`src/rtl/instr_register_pkg.sv`:
```
// Shared types for the instruction register and its read-side sequencer.
// Holds opcodes, operands, the instruction bundle and the reader FSM states.
package instr_register_pkg;

   localparam int DEPTH = 32;

   typedef enum logic [2:0] {
      ZERO, PASSA, PASSB, ADD, SUB, MULT, DIV, MOD
   } opcode_t;

   typedef logic signed [31:0] operand_t;
   typedef logic signed [63:0] result_t;
   typedef logic [$clog2(DEPTH)-1:0] address_t;

   typedef struct packed {
      opcode_t  opc;
      operand_t op_a;
      operand_t op_b;
      result_t  res;
   } instruction_t;

   typedef enum logic [1:0] {
      IDLE, FETCH, SEND, DONE
   } reader_state_t;

endpackage

```
`src/rtl/instr_result_checker.sv`:
```
// Recomputes an instruction's result from opcode and operands and
// flags a stored result that disagrees. Purely combinational.
module instr_result_checker
   import instr_register_pkg::*;
(
   input  instruction_t instr,
   output logic         mismatch
);

   result_t a;
   result_t b;
   result_t expected;

   always_comb begin
      a = {{32{instr.op_a[31]}}, instr.op_a};
      b = {{32{instr.op_b[31]}}, instr.op_b};
      expected = '0;
      case (instr.opc)
         ZERO:    expected = '0;
         PASSA:   expected = a;
         PASSB:   expected = b;
         ADD:     expected = a + b;
         SUB:     expected = a - b;
         MULT:    expected = a * b;
         DIV:     expected = (b == 0) ? '0 : a / b;
         MOD:     expected = (b == 0) ? '0 : a % b;
         default: expected = '0;
      endcase
      mismatch = (expected != instr.res);
   end

endmodule

```
`src/rtl/instr_reader.sv`:
```
// Read-side sequencer for instr_register: walks read_pointer, streams words.
// Define INSTR_READER_CHECK_EN to compile in the result checker.
module instr_reader
   import instr_register_pkg::*;
#(
   parameter int DEPTH  = 32,
   parameter int ADDR_W = $clog2(DEPTH)
) (
   input  logic              clk,
   input  logic              reset,
   input  logic              start,
   input  address_t          start_addr,
   input  logic [ADDR_W:0]   count,
   output address_t          read_pointer,
   input  instruction_t      instruction_word,
   output logic              out_valid,
   input  logic              out_ready,
   output instruction_t      out_instr,
   output logic              out_mismatch,
   output logic [ADDR_W:0]   err_count,
   output logic              busy,
   output logic              done
);

   localparam logic [ADDR_W:0] MAX_CNT = (ADDR_W + 1)'(DEPTH);
   localparam logic [ADDR_W:0] ERR_MAX = '1;
   localparam address_t        LAST    = address_t'(DEPTH - 1);

   reader_state_t   state;
   logic [ADDR_W:0] remaining;
   logic            chk_mis;

`ifdef INSTR_READER_CHECK_EN
   instr_result_checker u_chk (
      .instr    (instruction_word),
      .mismatch (chk_mis)
   );
`else
   assign chk_mis = 1'b0;
`endif

   always_ff @(posedge clk) begin
      if (reset) begin
         state        <= IDLE;
         read_pointer <= '0;
         remaining    <= '0;
         out_valid    <= 1'b0;
         out_instr    <= '0;
         out_mismatch <= 1'b0;
         err_count    <= '0;
         busy         <= 1'b0;
         done         <= 1'b0;
      end else begin
         done <= 1'b0;
         unique case (state)
            IDLE: begin
               if (start) begin
                  read_pointer <= start_addr;
                  remaining    <= (count > MAX_CNT) ? MAX_CNT : count;
                  err_count    <= '0;
                  busy         <= 1'b1;
                  if (count == '0) begin
                     state <= DONE;
                     done  <= 1'b1;
                  end else begin
                     state <= FETCH;
                  end
               end
            end
            FETCH: begin
               out_instr    <= instruction_word;
               out_mismatch <= chk_mis;
               out_valid    <= 1'b1;
               state        <= SEND;
            end
            SEND: begin
               if (out_ready) begin
                  out_valid <= 1'b0;
                  remaining <= remaining - 1'b1;
                  if (out_mismatch && err_count != ERR_MAX)
                     err_count <= err_count + 1'b1;
                  if (remaining == 1) begin
                     state <= DONE;
                     done  <= 1'b1;
                  end else begin
                     // Pointer wraps at the top of the register file
                     read_pointer <= (read_pointer == LAST) ?
                                     '0 : read_pointer + 1'b1;
                     state        <= FETCH;
                  end
               end
            end
            DONE: begin
               busy  <= 1'b0;
               state <= IDLE;
            end
            default: state <= IDLE;
         endcase
      end
   end

endmodule
```
`config.mk`:
```
export PLATFORM = sky130hd
export DESIGN_NAME = instr_reader
export DESIGN_NICKNAME = d
export VERILOG_FILES = /design/src/rtl/instr_register_pkg.sv /design/src/rtl/instr_result_checker.sv /design/src/rtl/instr_reader.sv
export SDC_FILE = /design/constraint.sdc
export NUM_CORES = 1
export LEC_CHECK = 0
export CAP_MARGIN = 0
export CORE_ASPECT_RATIO = 0.7
export CORE_MARGIN = 1
export CORE_UTILIZATION = 39
export DETAILED_ROUTE_END_ITERATION = 10
export GPL_TIMING_DRIVEN = 0
export PLACE_DENSITY = 0.82
export SYNTH_ARGS = -nofsm -noshare
export SYNTH_HDL_FRONTEND = slang
export SYNTH_HIERARCHICAL = 1
export SYNTH_SLANG_ARGS = --single-unit
export TNS_END_PERCENT = 5
```
`constraint.sdc`:
```
create_clock -name clk -period 2.02 [get_ports clk]
set_clock_uncertainty 0.2 [all_clocks]
set_input_delay 0.303 -clock clk [delete_from_list [all_inputs] [get_ports clk]]
set_output_delay 0.303 -clock clk [all_outputs]
set_load 0.01 [all_outputs]
```
==> results of run 1 <==
cell type report:
| class | instances | area [sq um] |
|---|---|---|
| Sequential cell | 147 | 2940 |
| Buffer | 57 | 279 |
| Timing Repair Buffer | 285 | 2860 |
| Fill cell | 1116 | 4240 |
| Inverter | 5 | 18.8 |
| Tap cell | 185 | 231 |
| Multi-Input combinational cell | 486 | 2240 |
| Clock inverter | 11 | 155 |
| Clock buffer | 20 | 437 |
kinds of logic after synthesis:
| family | count (synthesis) | share of synthesized area [%] |
|---|---|---|
| compound gates | 158 | 15.7 |
| xor+xnor | 3 | 0.483 |
| fa+ha+maj | 4 | 0.919 |
| buf+inv | 62 | 5.38 |
| flops | 147 | 54.1 |
| mux | 2 | 0.437 |
| other cells | 1 | 0.0689 |
| simple gates | 312 | 22.9 |
through the flow:
step	total power, mW	utilization [%]	cells	hold WS, ps	setup TNS [ps]
after floorplan	3.75	-	695	199	0
after global placement	4.47	63.7	1164	241	-13410
after detailed placement	4.50	63.7	1164	246	-16460
after CTS	7.69	68.2	1195	225	0
after global routing	7.95	68.4	1196	232	0
final	7.62	68.4	1196	240	0
cell usage in the layout (no fill, tap or decap), types with 2 or more instances in the layout:
master / count
inv_1: 5
nor3_1: 6
a211oi_1: 5
dfxtp_1: 147
xor2_1: 3
bufinv_16: 3
nor3b_1: 2
nand2b_1: 3
a21oi_1: 138
nor2_1: 20
clkinvlp_4: 4
nand3_1: 3
clkbuf_1: 31
clkinv_4: 2
nand4_1: 2
and3_1: 3
buf_2: 19
a31oi_1: 2
nand2_1: 265
conb_1: 7
clkbuf_16: 17
o21ai_0: 4
ha_1: 4
a221oi_1: 2
clkdlybuf4s50_1: 284
buf_4: 9
inv_6: 2
timing repair:
| item | in CTS | in global routing |
|---|---|---|
| buffers inserted | 0 | 1 |
| hold buffers | 0 | 0 |
| endpoints found under the setup margin | 70 | 90 |
| gates resized for setup | 1 | 4 |
| pin swaps | 0 | 1 |
layer usage:
| metal | vias up | part of all wire (%) | GRT usage [%] |
|---|---|---|---|
| met1 | 2563 | 41 | 27.4 |
| met4 | 0 | 0.92 | 5.81 |
| met2 | 187 | 48 | 42.0 |
| li1 | 2849 | - | - |
| met3 | 15 | 9.9 | 10.0 |
| met5 | - | 0 | 0 |
worst paths after layout:
kind                                           start               to  slack [ps]  depth (start not counted)
worst max-delay path                 read_pointer[0]  read_pointer[0]         130                          1
worst min-delay path            instruction_word[67]    out_instr[67]         240                          3
worst max register to register              state[1]    out_instr[28]         160                          7
worst min register to register          out_instr[5]     out_instr[5]         250                          2
registers in the layout (all words and copies together), names as in the netlist:
register,cells
out_valid,1
done,1
read_pointer,5
busy,1
remaining,6
state,2
out_instr,131
power by group through the flow:
| stage | clock, mW | combinational [mW] | sequential [mW] |
|---|---|---|---|
| 6_report | 3.17 | 1.28 | 3.17 |
| 5_1_grt | 3.36 | 1.39 | 3.19 |
| 4_1_cts | 3.24 | 1.27 | 3.17 |
| 3_5_place_dp | 0 | 1.26 | 3.24 |
| 3_3_place_gp | 0 | 1.25 | 3.23 |
| 2_1_floorplan | 0 | 0.455 | 3.30 |
worst register-to-register path, cell delays in order, from the launching register on:
cell	delay, ps
dfxtp_1	330
buf_6	160
nand2b_1	120
clkbuf_1	210
buf_4	270
buf_2	260
nand2_1	90
a21oi_1	160
==> impl_results.md, run 1 <==
- Ports: approximately 290
- CTS tree: yes
- Area Growth Syn to Fin: 68.3%
- Pint: 5.72 mW
- Htree depth: 4
- Synth top area cells: dfxtp_1 (54%), nand2_1 (18%), a21oi_1 (13%), buf_2 (1.9%), clkbuf_1 (1.9%)
- CP peak stage delay: 580 ps
- Root buf cell: clkbuf_16
- CP Capture Type: primary output
- Final nets: about 1100
- Pin count of the biggest net entering global routing: 17
- Combinational group share of total power: 16.8%
- Switching Fraction: between 20% and 30%
- Slowest cell on crit path: clkdlybuf4s50_1
- Period utilisation layout: 93.6%
- RSZ-0062 raised after global routing: false
- Maximum clock rate: 0.529 GHz
- WL/cell: 14.7 um
- Status: completed
- Area of the mapped netlist: approximately 0.0054 sq mm
- Seq cells post-synth: around 150
- Hold Path Class: in2reg
- # rows: 35
- Clk_lat worst skew: roughly 400 ps
- Vias per inst: 4.69
- CTS Buf Count: 17
- Via count: 5614
- Pleak: approximately 3.3 nW
- Final hold violations: 0
- Layout cells sized above 1: 6.33%
- Drt drc: 0
- Number of antenna diodes: 0
- Die height: 101 um
- Yosys top cell by area: dfxtp_1
- Worst path required time: 1520 ps
- Max clock buf depth: 2
- CP Max Fanout: 5
- Crit path kind: reg2out
- Psw: 1.90 mW
- Max-Cap Viols: 0
- Actual slew at the worst max-slew pin: 561 ps
- Vias in the first global route: 5369
- Clk network pwr share: a little over two fifths
- GR Overflow Total: 0
- Post-synth EDFFs: 0
- Iter 0 DRT Violations: around 250
- Pre-CTS WS: -219 ps
- Synth warnings: 6
- Worst Path Arrival: 1390 ps
- Top-count cell post-synth: nand2_1
- Critical path buffer and inverter count: 1
- Ys flop type: dfxtp_1
- Crit path cell chain: clkdlybuf4s50_1
- PwrDens: 832 mW/mm^2
- Leading cell types by count after synthesis: nand2_1 (265), dfxtp_1 (147), a21oi_1 (138)
- Design area: a little over 0.009 sq mm
- Synth top area share: 54.1%
- Routed WL: 17500 um
- Die Width: about 140 um
- Clock transition at path regs: 60 ps
- DP Area: 0.00854 sq mm
- Sequential share of the synthesized area: 54.1%
- Initial Util: roughly two fifths
- GP Congestion: roughly 0.84
- DPL Wire Length: 13000 um
- DIE AREA: 0.0144 sq mm
- Iteration count of the initial detailed-routing pass: 5
- GRT Util Overall: 24.1%
- Ys async rst share: 0%
- Power share of the sequential group: 41.6%
- Slew HR: 62.6%
- Port buffer count: 284
- First-pass GRT wire length: approximately 27000 um
- Fin. max-slew vios: 0
- Final ANT Viol Nets: 0
- Synth Instances: 689
- Final setup vio count: 0
- Post-Syn Area per Cell: 7.90 sq um
- CORE AREA: about 0.013 sq mm
- Period minus WS final: 1890 ps
- CP Launch Type: register
- Clk sink count: 147
- Synth cell types: 38
- Post-route setup slack: 130 ps
- Worst path top cell family by delay: buffers and inverters
- Initial antenna violation count: 0
- VDD IR max: approximately 0.57 mV
No activity file was read; power rests on OpenSTA's default activity.
==> inputs of run 2 (changes only) <==
CAP_MARGIN = 5   (was 0)
clock period = 1.9 ns   (was 2.02 ns; I/O delays follow)
==> run 2 against run 1 <==
- utilization is 0.21 points higher
- critical endpoint is now out_instr[82]
- largest power group unchanged
- sequential power is 6.3% higher
- power increased by 6.3%
- final area grew 0.31%
- largest cell class unchanged
==> impl_results.md, run 2 (synthesis results as in run 1) <==
- Status: completed
- Port buffer count: 284 (unchanged)
- Combinational group share of total power: 16.9% (about the same)
- Fin Setup TNS: 0 ps (unchanged)
- Fin. max-slew vios: 0 (unchanged)
- Commonest non-fill, non-tap cells in the layout: clkdlybuf4s50_1 (281), nand2_1 (265), dfxtp_1 (146)
- Root buf cell: clkbuf_16
- CTS tree: yes
- Hold Startpoint: instruction_word[67]
- DP Area: 0.00854 sq mm (unchanged)
- PwrDens: 882 mW/mm^2 (+6.0%)
- CP Launch Type: register
- Vias per inst: 4.72 (+0.54%)
- Area Growth Syn to Fin: 68.8%
- Slowest cell on crit path: clkdlybuf4s50_1
- DIE AREA: 0.0144 sq mm (unchanged)
- WL/cell: 14.8 um (+0.64%)
- Die height: 101 um (unchanged)
- Period utilisation layout: 98.0%
- Number of antenna diodes: 0 (unchanged)
- Clk network pwr share: 41.5% (about the same)
- Worst path top cell family by delay: buffers and inverters
- Max-Cap Viols: 0 (unchanged)
- # rows: 35 (unchanged)
- Hold Buf Count CTS: 0 (unchanged)
- Final nets: 1147 (-0.17%)
- GRT Util Overall: 24.1% (+0.041 points)
- RR Endpoint: read_pointer[3]
- Number of flip-flops in the largest register: 131 (unchanged)
- Crit path cell chain: clkdlybuf4s50_1
- Final setup vio count: 0 (unchanged)
- Crit path kind: reg2out
- CTS Buf Count: 17 (unchanged)
- Post-placement cell count: 1164 (unchanged)
- Final cell count without fillers: 1194 (-0.17%)
- Clk_lat worst skew: 400 ps (about the same)
- Power share of the sequential group: 41.6% (about the same)
- Actual slew at the worst max-slew pin: 607 ps (+46.5 ps)
- GP Congestion: 0.840 (unchanged)
- R2r startpoint: state[1]
- Drt drc: 0 (unchanged)
- CORE AREA: 0.0134 sq mm (unchanged)
- GR Overflow Total: 0 (unchanged)
- Number of cells on the worst reg-to-reg path: 5 (-2)
- Pleak: 3.39 nW (+1.6%)
- Period minus WS final: about 1900 ps
- Metal3 WL: 1760 um (+0.98%)
- Htree depth: 4 (unchanged)
- Hold Path Cell Cnt: 3 (unchanged)
- RSZ-0062 raised after global routing: true
- Routed WL: 17600 um (+0.47%)
- CP Max Fanout: 2 (-3)
- Final ANT Viol Nets: 0 (unchanged)
- Vias in the first global route: 5383 (+0.26%)
- Switching Fraction: 24.9% (-0.035 points)
- Flop2flop setup slack: 90 ps (-70 ps)
- Met2 WL: 8490 um (about the same)
- Iteration count of the initial detailed-routing pass: 4 (-1)
- Worst Path Arrival: 1380 ps (about the same)
- Worst path required time: 1410 ps (-110 ps)
- Die Width: 143 um (unchanged)
- Pin count of the biggest net entering global routing: 17 (unchanged)
- Ports: 292 (unchanged)
- Layout cells sized above 1: 6.94% (+0.61 points)
- Slew HR: 59.5% (-3.1 points)
- Iter 0 DRT Violations: 229 (-8.0%)
- CP peak stage delay: 600 ps (+20 ps)
- Most common cell after layout, fill and taps aside: clkdlybuf4s50_1
- Hold Path Class: in2reg
- Hold endpoint: out_instr[67]
- Top reg by flops: out_instr
- Maximum clock rate: 0.537 GHz
- First-pass GRT wire length: 26800 um (about the same)
- Initial antenna violation count: 0 (unchanged)
- Final hold violations: 0 (unchanged)
- Design area: 0.00919 sq mm (+0.31%)
- Initial Util: 40.6% (unchanged)
- VDD IR max: 0.609 mV (+7.6%)
- Via count: 5635 (+0.37%)
- DPL Wire Length: 13000 um (unchanged)
- Max Used Layer: met4
- Psw: 2.02 mW (+6.2%)
- Clock transition at path regs: 60 ps (about the same)
- Final hold slack: 223 ps (-17.7 ps)
- CP Capture Type: primary output
- Pint: 6.09 mW (+6.4%)
- Critical path buffer and inverter count: 1 (unchanged)
- DRT met1 WL: 7200 um (+0.53%)
- Leading registers by flop count: out_instr x131, remaining x6, read_pointer x5
- Clk sink count: 147 (unchanged)
- Max clock buf depth: 2 (unchanged)
[run 2: changes by cell type in the layout (fill, tap and decap cells not counted), moves of 3 or more]
cell | previous run | this run
buf_2 | 19 | 14
clkbuf_2 | 0 | 3
clkdlybuf4s50_1 | 284 | 281
dlymetal6s2s_1 | 0 | 3
clkbuf_4 | 0 | 5
clkbuf_1 | 31 | 26
[run 2: final cells by class]
type                       count  area (sq um)
fill                        1116          4210
clock inverter                11           155
tap                          185           231
timing repair buffer         285          2870
multi-input combinational    486          2240
clock buffer                  20           437
buffer                        55           292
inverter                       5          18.8
sequential                   147          2940
[run 2: stage by stage]
step	power [mW]	setup WS [ps]	util (%)
finish	8.11	38.6	68.6
floorplan	3.99	174	-
global route	8.46	-64.4	68.6
CTS	8.18	-3.93	68.2
global placement	4.76	-273	63.7
detailed placement	4.78	-321	63.7
[run 2: how the worst max path moves through the flow]
stage,startpoint,to,slack [ps],depth (start not counted)
after detailed placement,reset,out_instr[3],-320,4
final,out_instr[82],out_instr[82],40,1
after floorplan,read_pointer[0],read_pointer[2],170,6
after global routing,state[0],out_instr[122],-60,7
after CTS,state[0],out_instr[11],-4,7
after global placement,reset,out_instr[5],-270,4
[run 2: power groups by stage]
stage	registers (mW)	clock network [mW]	logic (mW)
4_1_cts	3.37	3.45	1.36
5_1_grt	3.39	3.58	1.49
6_report	3.37	3.37	1.37
3_5_place_dp	3.44	0	1.34
3_3_place_gp	3.43	0	1.32
2_1_floorplan	3.51	0	0.484
[run 2: tightest hold or removal path, cell delays in order]
cell,delay [ps]
clkdlybuf4s50_1,390
nand2_1,50
a21oi_1,50
[run 2: routing by layer]
layer,global-route usage [%],up-vias
met5,0,-
li1,-,2849
met3,10.6,16
met4,6.38,0
met2,41.8,189
met1,27.1,2581
[run 2: repair_timing]
item                                    in CTS  in global routing
endpoints found under the setup margin      76                135
pin swaps                                    0                  2
gates resized for setup                      3                 18
setup buffers                                0                  1
==> inputs of run 3 (changes only) <==
==> constraint.sdc (replaced) <==
create_clock -name clk -period 1.9 [get_ports clk]
set_clock_uncertainty 0.2 [all_clocks]
set_input_delay 0.38 -clock clk [delete_from_list [all_inputs] [get_ports clk]]
set_output_delay 0.38 -clock clk [all_outputs]
set_load 0.01 [all_outputs]
==> run 3 against run 2 <==
- power decreased by 0.48%
- combinational power decreased by 4%
- fmax decreased by 0.23%
- highest routed layer unchanged
- first-iteration DRC count decreased by 10%
- critical endpoint is now out_instr[103]
- critical path type is now reg2reg
==> impl_results.md, run 3 (synthesis results as in run 1) <==
- Status: completed
- Crit path kind: reg2reg
- Drt drc: 0 (unchanged)
- Ports: 292 (unchanged)
- Vias in the first global route: 5383 (unchanged)
- Slowest cell on crit path: clkbuf_1
- First-pass GRT wire length: 26800 um (unchanged)
- Period utilisation layout: 98.2% (+0.23 points)
- Initial Util: 40.6% (unchanged)
- Htree depth: 4 (unchanged)
- Worst path top cell family by delay: buffers and inverters
- Area Growth Syn to Fin: 72.2%
- Layout cells sized above 1: 6.84% (-0.099 points)
- # rows: 35 (unchanged)
- GRT Util Overall: 24.1% (unchanged)
- Leading registers by flop count: out_instr x131, remaining x6, read_pointer x5
- Routed WL: 18000 um (+2.4%)
- Number of flip-flops in the largest register: 131 (unchanged)
- Clock transition at path regs: 60 ps (about the same)
- CP peak stage delay: 350 ps (-250 ps)
- CP Capture Type: register
- VDD IR max: 0.562 mV (-7.6%)
- Top reg by flops: out_instr
- Actual slew at the worst max-slew pin: 584 ps (-23.2 ps)
- Final nets: 1147 (unchanged)
- Flop2flop setup slack: 30 ps (-60 ps)
- PwrDens: 860 mW/mm^2 (-2.4%)
- Final hold slack: 249 ps (+26.7 ps)
- Root buf cell: clkbuf_16
- Period minus WS final: 1870 ps (+4.33 ps)
- GR Overflow Total: 0 (unchanged)
- Worst Path Arrival: 1990 ps (+610 ps)
- CORE AREA: 0.0134 sq mm (unchanged)
- Via count: 5669 (+0.60%)
- Iter 0 DRT Violations: 206 (-10%)
- Crit path cell chain: buf_2, inv_1, nor2_4, buf_12, clkbuf_1, nand2_1, a21oi_1
- Die height: 101 um (unchanged)
- Pin count of the biggest net entering global routing: 17 (unchanged)
- Clk sink count: 147 (unchanged)
- Hold Path Class: reg2reg
- Worst path required time: 2030 ps (+620 ps)
- Max clock buf depth: 2 (unchanged)
- WL/cell: 15.1 um (+2.4%)
- Iteration count of the initial detailed-routing pass: 4 (unchanged)
- Fin. max-slew vios: 0 (unchanged)
- RSZ-0062 raised after global routing: true
- R2r startpoint: state[0]
- Initial antenna violation count: 0 (unchanged)
- Most common cell after layout, fill and taps aside: nand2_1
- Setup crit start: state[0]
- Max-Cap Viols: 0 (unchanged)
- Critical Path Stages: 7 (+6)
- Pleak: 5.01 nW (+47%)
- Slew HR: 61.1% (+1.5 points)
- RR Endpoint: out_instr[103]
- Crit path capture: out_instr[103]
- Final setup vio count: 0 (unchanged)
- Port buffer count: 284 (unchanged)
- CTS tree: yes
- DIE AREA: 0.0144 sq mm (unchanged)
- Critical path buffer and inverter count: 4 (+3)
- CP Launch Type: register
- DPL Wire Length: 13000 um (unchanged)
- GP Congestion: 0.840 (unchanged)
- Vias per inst: 4.75 (+0.60%)
- CP Max Fanout: 10 (+8)
- Number of cells on the worst reg-to-reg path: 7 (+2)
- Die Width: 143 um (unchanged)
- Final ANT Viol Nets: 0 (unchanged)
- Fin Setup TNS: 0 ps (unchanged)
- Clk_lat worst skew: 400 ps (about the same)
- Number of antenna diodes: 0 (unchanged)
- Final hold violations: 0 (unchanged)
- Commonest non-fill, non-tap cells in the layout: nand2_1 (265), clkdlybuf4s50_1 (172), dfxtp_1 (147)
- CTS Buf Count: 17 (unchanged)
- Maximum clock rate: 0.536 GHz (-0.23%)
==> run 3: worst register-to-register path, cell delays in order (launching register included) <==
cell	delay, ps
dfxtp_1	300
buf_2	200
inv_1	130
nor2_4	180
buf_12	130
clkbuf_1	350
nand2_1	140
a21oi_1	180
==> run 3: stage by stage <==
stage	cells	worst slack (ps)	total power, mW	cell area [sq um]	util [%]
2_1_floorplan	695	174	3.99	5470	-
3_3_place_gp	1164	-368	4.76	8540	63.7
3_5_place_dp	1164	-416	4.78	8540	63.7
4_1_cts	1195	-3.93	8.15	9110	68.0
5_1_grt	1194	-122	8.42	9380	70.0
6_report	1194	34.2	8.07	9380	70.0
==> run 3: what timing repair did <==
item | 4_1_cts | 5_1_grt
pin swaps | 0 | 2
resized for setup | 25 | 105
setup endpoints to repair | 98 | 221
setup buffers | 0 | 1
hold buffers | 0 | 0
==> run 3: power breakdown <==
part	internal (mW)	switching, mW
Clock	2.07	1.30
Combinational	0.705	0.620
Sequential	3.26	0.105
==> run 3: area by class of cell <==
class	count	area, sq um
clock buffers	20	437
fillers	1081	4020
multi-input cells	486	2240
clock inverters	11	155
inverters	5	18.8
repair buffers	285	3060
plain buffers	55	293
flip-flops and latches	147	2940
well taps	185	231
==> run 3: layer usage <==
layer	track usage, %	routed length, um	vias to the layer above
met1	27.1	7190	2589
met2	41.8	8730	212
li1	-	-	2846
met5	0	0	-
met4	6.38	267	0
met3	10.6	1860	22
==> run 3: worst min-delay path by stage <==
stage | from | to | slack, ps | cells past startpoint
2_1_floorplan | out_ready | out_valid | 280 | 1
3_3_place_gp | out_instr[28] | out_instr[28] | 240 | 2
6_report | out_instr[5] | out_instr[5] | 250 | 2
5_1_grt | out_instr[4] | out_instr[4] | 260 | 2
4_1_cts | out_instr[46] | out_instr[46] | 250 | 2
3_5_place_dp | out_instr[61] | out_instr[61] | 250 | 2
==> RTL edit (config.mk and constraints of run 1) <==
Make the reset (`reset`) asynchronous in one clocked block.
--- a/src/rtl/instr_reader.sv
+++ b/src/rtl/instr_reader.sv
@@ -40,5 +40,5 @@
 `endif
 
-   always_ff @(posedge clk) begin
+   always_ff @(posedge clk or posedge reset) begin
       if (reset) begin
          state        <= IDLE;
Function: differs if reset is asserted again (counterexample within 4 cycles, from zero or initial values and one cycle with reset high); with reset held inactive, the same outputs for 10 cycles.
==> RTL edit against run 1 <==
- setup slack lost 43 ps
- register-to-register slack worse by 70 ps
- sequential cell count stayed put
- fmax decreased by 2.2%
- wire length shrank 7.8%
- count of clock-buffer cells in the layout unchanged
- worst hold slack got worse by 140 ps
- synthesized area increased by 11%
- final area grew 7.6%
- critical path type is now flop to flop
- critical endpoint is now read_pointer[2]
- highest routed layer unchanged
Power is not compared: it rests on default switching activity, and its combinational part moved more than twofold at a synthesized area within 25%.
==> RTL edit: results (changes against run 1) <==
[synth]
seq_area_frac_synth_pct=60.7  ; was 54.1%
synthArstFlopShare_pct=100  ; was 0%
synthTopCellsByCount=dfrtp_1, mux2_2, buf_4, a21oi_1, mux2_4  ; was nand2_1, dfxtp_1, a21oi_1, clkbuf_1, buf_2
ys_types=41  ; was 38
netlist_instances=389  ; was 689
synth_warnings=6  ; unchanged
synth_area_leaders=dfrtp_1, mux2_2, mux2_4  ; was dfxtp_1, nand2_1, a21oi_1

[worst_setup_path]
timing.rr.end=read_pointer[2]  ; was out_instr[28]
critPathMaxFanout=6  ; was 5
r2r-start=read_pointer[0]  ; was state[1]
r2r_slack_ps=90  ; was 160 ps
critPathArrivalTime_ps=2060  ; was 1390 ps
path_class=flop to flop  ; was flop to output port
r2r_cells=6  ; was 7
max_stage_delay_ps=430  ; was 580 ps
slowest_stage=dfrtp_1  ; was clkdlybuf4s50_1
critPathTopFamily=simple AND/OR/NAND/NOR gates  ; was buffers and inverters

[place]
placed_cell_area_sq_mm=0.00923  ; was 0.00854 sq mm
gp_congestion=0.824  ; was 0.840
post-place-ws_ps=10.2  ; was -219 ps
dp_hpwl_um=12200  ; was 13000 um
placed_cells=877  ; was 1164

[global_routing]
grt_pass1_vias=4825  ; was 5369
grt_use_total_pct=20.8  ; was 24.1%
grt_antenna_before_repair=0  ; unchanged
grt_max_degree=46  ; was 17
grt_pass1_wl_um=25000  ; was 26800 um

[power]
p_leak_nw=4.12
ir_drop_uv=780

[route]
drtIter0Drc=167  ; was 249
drt_pre_antenna_iters=4  ; was 5
wl_per_cell_um=17.8  ; was 14.7 um
vias=4360  ; was 5614

[status]
status=complete, no violations  ; unchanged

[final_layout]
reg_top3=out_instr x131, remaining x6, read_pointer x5  ; unchanged
antenna-diode-count=0  ; unchanged
drive_above_1_share_pct=28.5  ; was 6.33%
final_nets=851  ; was 1149
layoutNonFillerInstCount=908  ; was 1196

[clock_tree]
path_clk_slew_ps=60  ; about the same
clock_latency_ps=420  ; was 400 ps
clock_path_buffers=2  ; unchanged
cts_setup_buffers=0  ; unchanged
cts_buffers=17  ; unchanged

[sta]
tightest_slew_ps=591  ; was 561 ps
period_minus_slack_ps=1930  ; was 1890 ps

[min_path]
hold_path.class=input pin to asynchronous set/reset pin  ; was input pin to flop

-- RTL edit: power by group --
group,total (W),leakage [nW],switching (W),internal [W]
Combinational,0.00785,2.09,0.00293,0.00492
Clock,0.00328,0.299,0.00123,0.00204
Sequential,0.00535,1.74,0.000881,0.00447
-- RTL edit: cell type report --
class	instances	area [sq um]
Fill cell	1089	5090
Sequential cell	147	3680
Timing Repair Buffer	287	2900
Multi-Input combinational cell	214	2060
Clock buffer	20	467
Buffer	26	312
Tap cell	195	244
Clock inverter	11	150
Inverter	8	46.3
-- RTL edit: logic make-up after synthesis --
group	count (synthesis)	synth area share, %
AO/OA/AOI/OAI	34	3.61
multiplexers	134	25.6
flip-flops	147	60.7
buffers and inverters	34	5.84
other	1	0.0619
adder cells (fa/ha/maj)	4	0.826
AND/OR/NAND/NOR	35	3.41
-- RTL edit: worst reg2reg max path, cell delays in order, from the launching register on --
cell and delay [ps]:
dfrtp_1 430, ha_2 220, and3_1 190, ha_2 210, or3_1 350, o211ai_1 100
o2bb2ai_1 150
-- RTL edit: timing repair --
action | 4_1_cts | 5_1_grt
endpoints found under the hold margin | 0 | 0
setup endpoints to repair | 0 | 1
resized for setup | 0 | 3
hold buffers | 0 | 0
-- RTL edit: stage by stage --
stage	utilization [%]	setup TNS (ps)	hold WS (ps)
6_report	66.0	0	102
5_1_grt	66.0	0	143
4_1_cts	65.9	0	108
3_5_place_dp	61.8	0	294
3_3_place_gp	61.4	-215010	288
2_1_floorplan	-	-48510	251
-- RTL edit: metal layers --
layer  up-vias  track usage (%)  routed length [um]  part of all wire (%)
li1       2000                -                   -                     -
met1      2135             24.1                6420                    40
met2       198             34.6                8110                    50
met3        27             6.70                1280                   7.9
met4         0             9.93                 374                   2.3
met5         -                0                   0                     0
